===== config.mk =====
export PLATFORM = sky130hd
export DESIGN_NAME = port_rx_sink
export DESIGN_NICKNAME = d
export VERILOG_FILES = /design/src/rtl/packet_pkg.sv /design/src/rtl/rx_cap_fifo.sv /design/src/rtl/port_rx_sink.sv
export SDC_FILE = /design/constraint.sdc
export NUM_CORES = 1
export LEC_CHECK = 0
export CAP_MARGIN = 20
export CORE_ASPECT_RATIO = 1.4
export CORE_MARGIN = 4
export CORE_UTILIZATION = 55
export DETAILED_ROUTE_END_ITERATION = 10
export GPL_TIMING_DRIVEN = 0
export PLACE_DENSITY = 0.76
export SLEW_MARGIN = 20
export SYNTH_ARGS = -nofsm -noshare
export SYNTH_HDL_FRONTEND = slang
export SYNTH_HIERARCHICAL = 1
export SYNTH_SLANG_ARGS = --single-unit

===== constraint.sdc =====
create_clock -name clk -period 7.8 [get_ports clk]
set_input_delay 0.78 -clock clk [delete_from_list [all_inputs] [get_ports clk]]
set_output_delay 0.78 -clock clk [all_outputs]
set_load 0.05 [all_outputs]

===== src/rtl/packet_pkg.sv =====
// Shared packet encodings, capture-record layout and field widths for the switch
// output sinks.
package packet_pkg;

    localparam int unsigned NUM_PORTS = 4;
    localparam int unsigned PORT_W    = 4;
    localparam int unsigned TYPE_W    = 2;
    localparam int unsigned DATA_W    = 8;
    localparam int unsigned CNT_W     = 16;
    localparam int unsigned REC_W     = TYPE_W + 2 * PORT_W + DATA_W;

    typedef enum logic [TYPE_W-1:0] {
        PKT_SDATA   = 2'd0,
        PKT_MDATA   = 2'd1,
        PKT_BDATA   = 2'd2,
        PKT_ILLEGAL = 2'd3
    } pkt_type_e;

    // 18-bit capture record, MSB first: {type, source, target, data}
    typedef struct packed {
        logic [TYPE_W-1:0] ptype;
        logic [PORT_W-1:0] src;
        logic [PORT_W-1:0] tgt;
        logic [DATA_W-1:0] data;
    } cap_rec_t;

    typedef enum logic {
        ST_IDLE    = 1'b0,
        ST_CAPTURE = 1'b1
    } cap_state_e;

    function automatic logic is_onehot(input logic [PORT_W-1:0] v);
        return (v != '0) && ((v & (v - PORT_W'(1))) == '0);
    endfunction

    function automatic logic [1:0] onehot_idx(input logic [PORT_W-1:0] v);
        logic [1:0] idx;
        idx = '0;
        for (int i = 0; i < int'(PORT_W); i++) begin
            if (v[i]) idx = 2'(i);
        end
        return idx;
    endfunction

    function automatic logic [CNT_W-1:0] sat_inc(input logic [CNT_W-1:0] v);
        return (v == '1) ? v : v + CNT_W'(1);
    endfunction

endpackage


===== src/rtl/rx_cap_fifo.sv =====
// First-word fall-through capture buffer; a push into a full buffer succeeds only
// when a pop happens in the same cycle.
module rx_cap_fifo
    import packet_pkg::*;
#(
    parameter int unsigned DEPTH = 8
) (
    input  logic                   clk,
    input  logic                   rst_n,
    input  logic                   flush,
    input  logic                   wr_en,
    input  cap_rec_t               wr_rec,
    input  logic                   rd_en,
    output logic                   rd_valid,
    output cap_rec_t               rd_rec,
    output logic [$clog2(DEPTH):0] level,
    output logic                   drop_c
);

    localparam int unsigned AW = $clog2(DEPTH);
    localparam int unsigned LW = AW + 1;

    logic [AW-1:0] wr_ptr_q, wr_ptr_d;
    logic [AW-1:0] rd_ptr_q, rd_ptr_d;
    logic [LW-1:0] level_q, level_d;
    cap_rec_t      mem_q [DEPTH];

    logic empty, full, do_pop, do_push;

    assign empty   = (level_q == '0);
    assign full    = (level_q == LW'(DEPTH));
    assign do_pop  = rd_en && !empty && !flush;
    assign do_push = wr_en && !flush && (!full || do_pop);
    assign drop_c  = wr_en && !flush && full && !do_pop;

    always_comb begin
        wr_ptr_d = wr_ptr_q;
        rd_ptr_d = rd_ptr_q;
        level_d  = level_q;
        if (flush) begin
            wr_ptr_d = '0;
            rd_ptr_d = '0;
            level_d  = '0;
        end else begin
            if (do_push) wr_ptr_d = wr_ptr_q + AW'(1);
            if (do_pop)  rd_ptr_d = rd_ptr_q + AW'(1);
            if (do_push && !do_pop)      level_d = level_q + LW'(1);
            else if (!do_push && do_pop) level_d = level_q - LW'(1);
        end
    end

    always_ff @(posedge clk or negedge rst_n) begin
        if (!rst_n) begin
            wr_ptr_q <= '0;
            rd_ptr_q <= '0;
            level_q  <= '0;
        end else begin
            wr_ptr_q <= wr_ptr_d;
            rd_ptr_q <= rd_ptr_d;
            level_q  <= level_d;
        end
    end

    // Storage needs no reset: it is only visible through a non-empty level.
    always_ff @(posedge clk) begin
        if (do_push) mem_q[wr_ptr_q] <= wr_rec;
    end

    assign rd_valid = !empty;
    assign rd_rec   = empty ? '0 : mem_q[rd_ptr_q];
    assign level    = level_q;

endmodule


===== src/rtl/port_rx_sink.sv =====
// Terminates one switch output port: classifies samples, keeps saturating
// per-source/total/error counters and captures good packets while armed.
module port_rx_sink
    import packet_pkg::*;
#(
    parameter int unsigned PORT_ID   = 0,
    parameter int unsigned CAP_DEPTH = 8
) (
    input  logic                       clk,
    input  logic                       rst_n,
    input  logic                       valid_out,
    input  logic [3:0]                 source_out,
    input  logic [3:0]                 target_out,
    input  logic [1:0]                 pkt_type,
    input  logic [7:0]                 data_out,
    input  logic                       arm,
    input  logic                       stop,
    input  logic                       clear,
    input  logic                       rd_en,
    output logic                       rd_valid,
    output logic [17:0]                rd_data,
    input  logic [1:0]                 cnt_sel,
    output logic [15:0]                cnt_out,
    output logic [15:0]                total_cnt,
    output logic [15:0]                err_cnt,
    output logic                       overflow,
    output logic                       capturing,
    output logic [$clog2(CAP_DEPTH):0] level
);

    localparam logic [1:0] PID = 2'(PORT_ID);

    cap_state_e                          state_q, state_d;
    logic [CNT_W-1:0]                    total_q, total_d;
    logic [CNT_W-1:0]                    err_q, err_d;
    logic [NUM_PORTS-1:0][CNT_W-1:0]     src_q, src_d;
    logic                                ovf_q, ovf_d;

    logic       good, bad, cap_wr, drop;
    logic [1:0] src_idx;
    cap_rec_t   wr_rec, rd_rec;

    assign good    = valid_out && target_out[PID] && is_onehot(source_out)
                     && (pkt_type != PKT_ILLEGAL);
    assign bad     = valid_out && !good;
    assign src_idx = onehot_idx(source_out);
    assign cap_wr  = good && (state_q == ST_CAPTURE);

    assign wr_rec = '{ptype: pkt_type, src: source_out, tgt: target_out, data: data_out};

    rx_cap_fifo #(
        .DEPTH (CAP_DEPTH)
    ) u_fifo (
        .clk      (clk),
        .rst_n    (rst_n),
        .flush    (clear),
        .wr_en    (cap_wr),
        .wr_rec   (wr_rec),
        .rd_en    (rd_en),
        .rd_valid (rd_valid),
        .rd_rec   (rd_rec),
        .level    (level),
        .drop_c   (drop)
    );

    // Next state for FSM and counters; clear overrides every other event.
    always_comb begin
        state_d = state_q;
        total_d = total_q;
        err_d   = err_q;
        src_d   = src_q;
        ovf_d   = ovf_q;
        if (clear) begin
            state_d = ST_IDLE;
            total_d = '0;
            err_d   = '0;
            src_d   = '0;
            ovf_d   = 1'b0;
        end else begin
            case (state_q)
                ST_IDLE:    if (arm && !stop) state_d = ST_CAPTURE;
                ST_CAPTURE: if (stop && !arm) state_d = ST_IDLE;
                default:    state_d = ST_IDLE;
            endcase
            if (good) begin
                total_d        = sat_inc(total_q);
                src_d[src_idx] = sat_inc(src_q[src_idx]);
            end
            if (bad)  err_d = sat_inc(err_q);
            if (drop) ovf_d = 1'b1;
        end
    end

    always_ff @(posedge clk or negedge rst_n) begin
        if (!rst_n) begin
            state_q <= ST_IDLE;
            total_q <= '0;
            err_q   <= '0;
            src_q   <= '0;
            ovf_q   <= 1'b0;
        end else begin
            state_q <= state_d;
            total_q <= total_d;
            err_q   <= err_d;
            src_q   <= src_d;
            ovf_q   <= ovf_d;
        end
    end

    assign cnt_out   = src_q[cnt_sel];
    assign total_cnt = total_q;
    assign err_cnt   = err_q;
    assign overflow  = ovf_q;
    assign capturing = (state_q == ST_CAPTURE);
    assign rd_data   = rd_rec;

endmodule

==> reports/metrics.cfg, run 1 <==
[cells_and_area]
drive_gt1_frac = 0.149
fin_nets = 1058
stdcell_count = 1302
area_growth_pct = 20.2
stdcell_area_um2 = 14100

[status]
run_status = finished clean

[sta]
hold_violations = 0
post-route-period-util = 0.580
maxSlewHeadroom = 0.366
setup_viol = 0
period_needed_ps = 4530
rsz0062_at_grt = no
maxSlewViolCount = 0
finalClockSkew_ps = 14.6
worst_pin_slew_ps = 950
fmax_mhz = 221
fin_tns_setup_ps = 0

[synth]
synth_top_area_frac = 0.368
ys_seq_elements = 252
synth_fp_nets = 923
syn_inst = 888
synthesis.area_um2 = 11700
synth_area_leader_cell = edfxtp_1
yosysMostFrequentCell = edfxtp_1
synthArstFlopShare = 0.429
synth_ff_type = edfxtp_1
syn_avg_cell_area_um2 = 13.2
synth_common_cells = edfxtp_1, dfrtp_1, nor2_1
synth_edf_count = 144
ys_warn_count = 6
yosysSeqAreaShare = 0.599
ys_top_cells_by_area = edfxtp_1, dfrtp_1, mux4_2
ys_types = 67

[critical_path]
reg2reg_slack_ps = 4730
startpoint_type = primary input
reg2regPathDepth = 6
crit_path_cell_trace = clkdlybuf4s50_1 > buf_4 > buf_6 > a22oi_1 > and3_1 > o21a_1 > and2_1 > inv_1 > nor2_1 > nand3b_1 > nor3b_2 > buf_4
crit_family = simple AND/OR/NAND/NOR gates
crit_top_cell = buf_4
crit_slowest_cell = nor3b_2
r2r_start = src_q[18]
crit_path_end = u_fifo/mem_q[4][9]
cpPeakStageDelay_ps = 730
cp_max_fo = 10
startpoint = source_out[1]
critPathKind = in2reg
cp.required_ps = 8010
r2r_end = src_q[25]
crit_cells = 12
endpoint_kind = register
path_buf_inv = 5
cp.arrival_ps = 4740

[floorplan]
start_util = 0.556
die_w_um = 131
io_pins = 100
die-area_um2 = 23800
core-area_um2 = 21100
fp-row-count = 63
die_h_um = 181

[pwr]
peakVddDrop_v = 0.000181
power_density_nw_per_um2 = 254
p_leak_nw = 5.11

[route]
drtIter0Drc = 581
wirelength_um = 29000
drt_pass1_iterations = 5
wl_per_cell_um = 22.3
num_vias = 8040
viasPerCell = 6.18
postRouteAntennaNets = 0
drc = 0

[clock_tree]
root_buffer = clkbuf_16
clock_path_buffers = 3
post_cts_buffers = 0
cts_resized = 0
clk_latency_ps = 520
clkTransAtPathRegs_ps = 60
cts_buffers = 24
h-tree-depth = 1
tritoncts = built
clock_sinks = 252
cts_hold_buf = 0

[job]
drv_cap = 0

[global_route]
grt_pass1_vias = 8208
gr-total-overflow = 0
antenna_found_initial = 1
grt_util_all_layers = 0.244
grt_pass1_wl_um = 45700
grt_max_degree = 57

[placement]
dp_cells = 1257
io_buffers = 96
place_area_um2 = 13200
gp_congestion = 0.964
hpwl_um = 19500

[worst_hold_path]
holdCritPathClass = in2async

[logic make-up (layout without fill, tap and decap cells)]
group	count (synthesis)	after routing	synth area share
simple gates	283	283	0.120
xor+xnor	40	40	0.0298
flops	252	252	0.599
fa+ha+maj	8	8	0.00917
mux	94	94	0.136
buf+inv	67	220	0.0252
other cells	0	1	0
compound gates	144	144	0.0811
[cell usage in the layout, fill, tap and decap left out, drive strengths merged, types with 4 or more instances in the layout]
| cell | n |
|---|---|
| or3 | 5 |
| a21oi | 16 |
| xor2 | 27 |
| nand3 | 26 |
| a222oi | 4 |
| nor3 | 17 |
| clkinv | 5 |
| o21a | 5 |
| dfrtp | 108 |
| a31oi | 5 |
| inv | 22 |
| and2 | 5 |
| nor4 | 5 |
| nand3b | 7 |
| nor3b | 10 |
| mux2i | 35 |
| xnor2 | 13 |
| o21ai | 60 |
| buf | 33 |
| mux4 | 52 |
| nor2b | 10 |
| clkbuf | 59 |
| and4 | 5 |
| edfxtp | 144 |
| nand4 | 11 |
| mux2 | 7 |
| nand2 | 78 |
| a211oi | 14 |
| clkdlybuf4s50 | 95 |
| nor2 | 85 |
| a22o | 10 |
| and3 | 10 |
| ha | 7 |
| bufinv | 4 |
[per-layer routing]
metal	up-vias	GRT usage	wire length, um
met3	59	0.0304	1500
met4	0	0.0879	849
met5	-	0	0
met2	307	0.447	15600
li1	3622	-	-
met1	4052	0.296	11100
[final cells by class]
cell class,instances,area [um^2]
flip-flops and latches,252,7030
fillers,1523,7020
multi-input cells,569,4460
repair buffers,109,1100
clock buffers,32,709
well taps,260,325
plain buffers,47,220
clock inverters,12,181
inverters,20,75.1
diodes,1,2.50
[per-stage QoR]
step                       util  hold slack [ps]  total power [W]  setup slack (ps)
after CTS                 0.668              237          0.00361              3360
after global placement    0.617              473          0.00232              1150
final                     0.668              228          0.00358              3270
after detailed placement  0.625              495          0.00234              2860
after global routing      0.668              251          0.00371              3080
after floorplan               -              466          0.00205              3680
[worst min path at each step]
stage                         start         end  slack, ps  depth (start not counted)
after detailed placement   overflow    overflow        490                          2
after CTS                     rst_n  err_cnt[4]        240                          1
after global routing          rst_n  err_cnt[4]        250                          1
after floorplan           src_q[32]   src_q[32]        470                          2
after global placement     overflow    overflow        470                          2
final                         rst_n  err_cnt[4]        230                          1
[flip-flops by register name, indices dropped and copies added (netlist names)]
name             flops
src_q               64
capturing            1
u_fifo/wr_ptr_q      3
overflow             1
total_cnt           16
u_fifo/level         4
u_fifo/mem_q       144
u_fifo/rd_ptr_q      3
err_cnt             16
[power by group]
| group | switching [W] | internal (W) | total (W) |
|---|---|---|---|
| combinational | 0.000565 | 0.000300 | 0.000866 |
| clock | 0.000496 | 0.000778 | 0.00127 |
| sequential | 0.0000189 | 0.00142 | 0.00144 |
| total | 0.00108 | 0.00250 | 0.00358 |
[worst register-to-register path, cell delays in order (launching register included)]
cell,delay (ps)
dfrtp_1,380
mux2i_1,100
a222oi_1,780
nand4_1,470
or2_1,440
o311ai_1,600
o21ai_1,150
Power figures use the tool's default switching activity.
==> inputs of run 2 (changes only) <==
- clock period: 7.8 -> 4.3 ns (I/O delays scaled with it)
==> run 2 against run 1 <==
Sequential cell count unchanged. Sequential share of layout area down 0.057 points. Worst setup slack worse by 3100 ps. Via count down 0.22%. Hold slack better by 40 ps. Sequential power up 82%. Combinational power up 81%. Power up 81%. Core utilization up 0.077 points. First-iteration DRC count up 2.8%. Cell count about the same. Highest routed layer unchanged.
==> reports/metrics.cfg, run 2 (synthesized netlist as in run 1, its figures left out) <==
[status]
run_status = finished clean

[clock_tree]
h-tree-depth = 1
cts_buffers = 24
clk_latency_ps = 520
tritoncts = built
clock_path_buffers = 3
clock_sinks = 252
post_cts_buffers = 0
clkTransAtPathRegs_ps = 70
root_buffer = clkbuf_16

[sta]
setup_viol = 0
finalClockSkew_ps = 17.0
maxSlewHeadroom = 0.369
maxSlewViolCount = 0
hold_violations = 0
fin_tns_setup_ps = 0
fmax_mhz = 242
worst_pin_slew_ps = 947
fin_ws_ps = 167
period_needed_ps = 4130
post-route-period-util = 0.961
rsz0062_at_grt = yes
hold_ws_ps = 269

[critical_path]
r2r_end = src_q[25]
startpoint_type = primary input
cp.required_ps = 4510
cp_max_fo = 10
critPathKind = in2reg
cp.arrival_ps = 4340
r2r_start = src_q[18]
reg2reg_slack_ps = 1250
endpoint_kind = register
reg2regPathDepth = 6

[route]
drt_pass1_iterations = 5
viasPerCell = 6.16
drtIter0Drc = 597
num_vias = 8022
postRouteAntennaNets = 0
wirelength_um = 29000
wl_per_cell_um = 22.3
drc = 0

[cells_and_area]
fin_nets = 1059
multiInputGateArea_um2 = 4470
final_common_cell = edfxtp_1
registers.top_by_ff_count = u_fifo/mem_q
utilization = 0.669
drive_gt1_frac = 0.149
seq_area_um2 = 7030
area_growth_pct = 20.3
final_cell_mix = edfxtp_1, dfrtp_1, clkdlybuf4s50_1
largest_reg_flops = 144
fill_cells = 1521
top_regs = u_fifo/mem_q x144, src_q x64

[pwr]
p_leak_nw = 5.12
total_power_w = 0.00649
peakVddDrop_v = 0.000328
power_density_nw_per_um2 = 460

[global_route]
grt_util_all_layers = 0.244
grt_pass1_wl_um = 45700
grt_pass1_vias = 8207
grt_max_degree = 57
gr-total-overflow = 0
antenna_found_initial = 1

[placement]
pre_cts_slack_ps = -291
gp_congestion = 0.964
hpwl_um = 19500
io_buffers = 96

[floorplan]
die_w_um = 131
start_util = 0.556
die-area_um2 = 23800
core-area_um2 = 21100
die_h_um = 181
io_pins = 100
fp-row-count = 63

[worst_hold_path]
holdCritPathClass = in2reg
whs_endpoint = u_fifo/rd_ptr_q[1]
holdPathStages = 3
min_from = rd_en

[job]
drv_cap = 0

run 2: how the worst max path moves through the flow:
stage               cells after the start          start                  end  slack (ps)
floorplan                              10  source_out[1]   u_fifo/mem_q[3][0]         530
global placement                       11  source_out[1]   u_fifo/mem_q[5][9]       -2000
detailed placement                     12  source_out[1]   u_fifo/mem_q[4][9]        -290
CTS                                    12  source_out[1]  u_fifo/mem_q[4][14]         210
global route                           13  source_out[1]  u_fifo/mem_q[2][11]         -40
finish                                 13  source_out[1]   u_fifo/mem_q[2][8]         170
run 2: worst max-delay path, cell delays in order:
cell and delay [ps]:
clkdlybuf4s50_1 630, buf_4 320, buf_6 180, a22oi_1 230, and3_1 270, o21a_1 310, and2_1 270, inv_1 140
nor2_1 200, nand3b_1 320, nor3b_2 590, buf_6 220, buf_4 210
run 2: repair_timing:
item / CTS / global route
resized for setup: 0 / 1
endpoints found under the hold margin: 55 / 0
setup endpoints to repair: 0 / 7
hold buffers: 1 / 0
run 2: per-stage QoR:
| stage | std cells | cell area (um^2) |
|---|---|---|
| 2_1_floorplan | 888 | 11700 |
| 4_1_cts | 1302 | 14100 |
| 3_3_place_gp | 1244 | 13000 |
| 6_report | 1303 | 14100 |
| 3_5_place_dp | 1257 | 13200 |
| 5_1_grt | 1303 | 14100 |
run 2: cell type report:
type,instances,share of cell area
flip-flops and latches,252,0.498
multi-input cells,569,0.316
repair buffers,110,0.0788
clock buffers,32,0.0502
well taps,260,0.0230
plain buffers,47,0.0156
clock inverters,12,0.0128
inverters,20,0.00532
diodes,1,0.000177
run 2: report_power, final:
part	leakage, nW	internal [W]	switching [W]
sequential	2.80	0.00258	0.0000344
clock	0.439	0.00141	0.000896
combinational	1.88	0.000545	0.00102
total	5.12	0.00454	0.00195
run 2: per-layer routing:
metal / up-vias / GRT usage / share of wire
met5: - / 0 / 0
met4: 0 / 0.0879 / 0.030
met3: 57 / 0.0304 / 0.050
met2: 265 / 0.447 / 0.54
met1: 4076 / 0.296 / 0.38
li1: 3624 / - / -
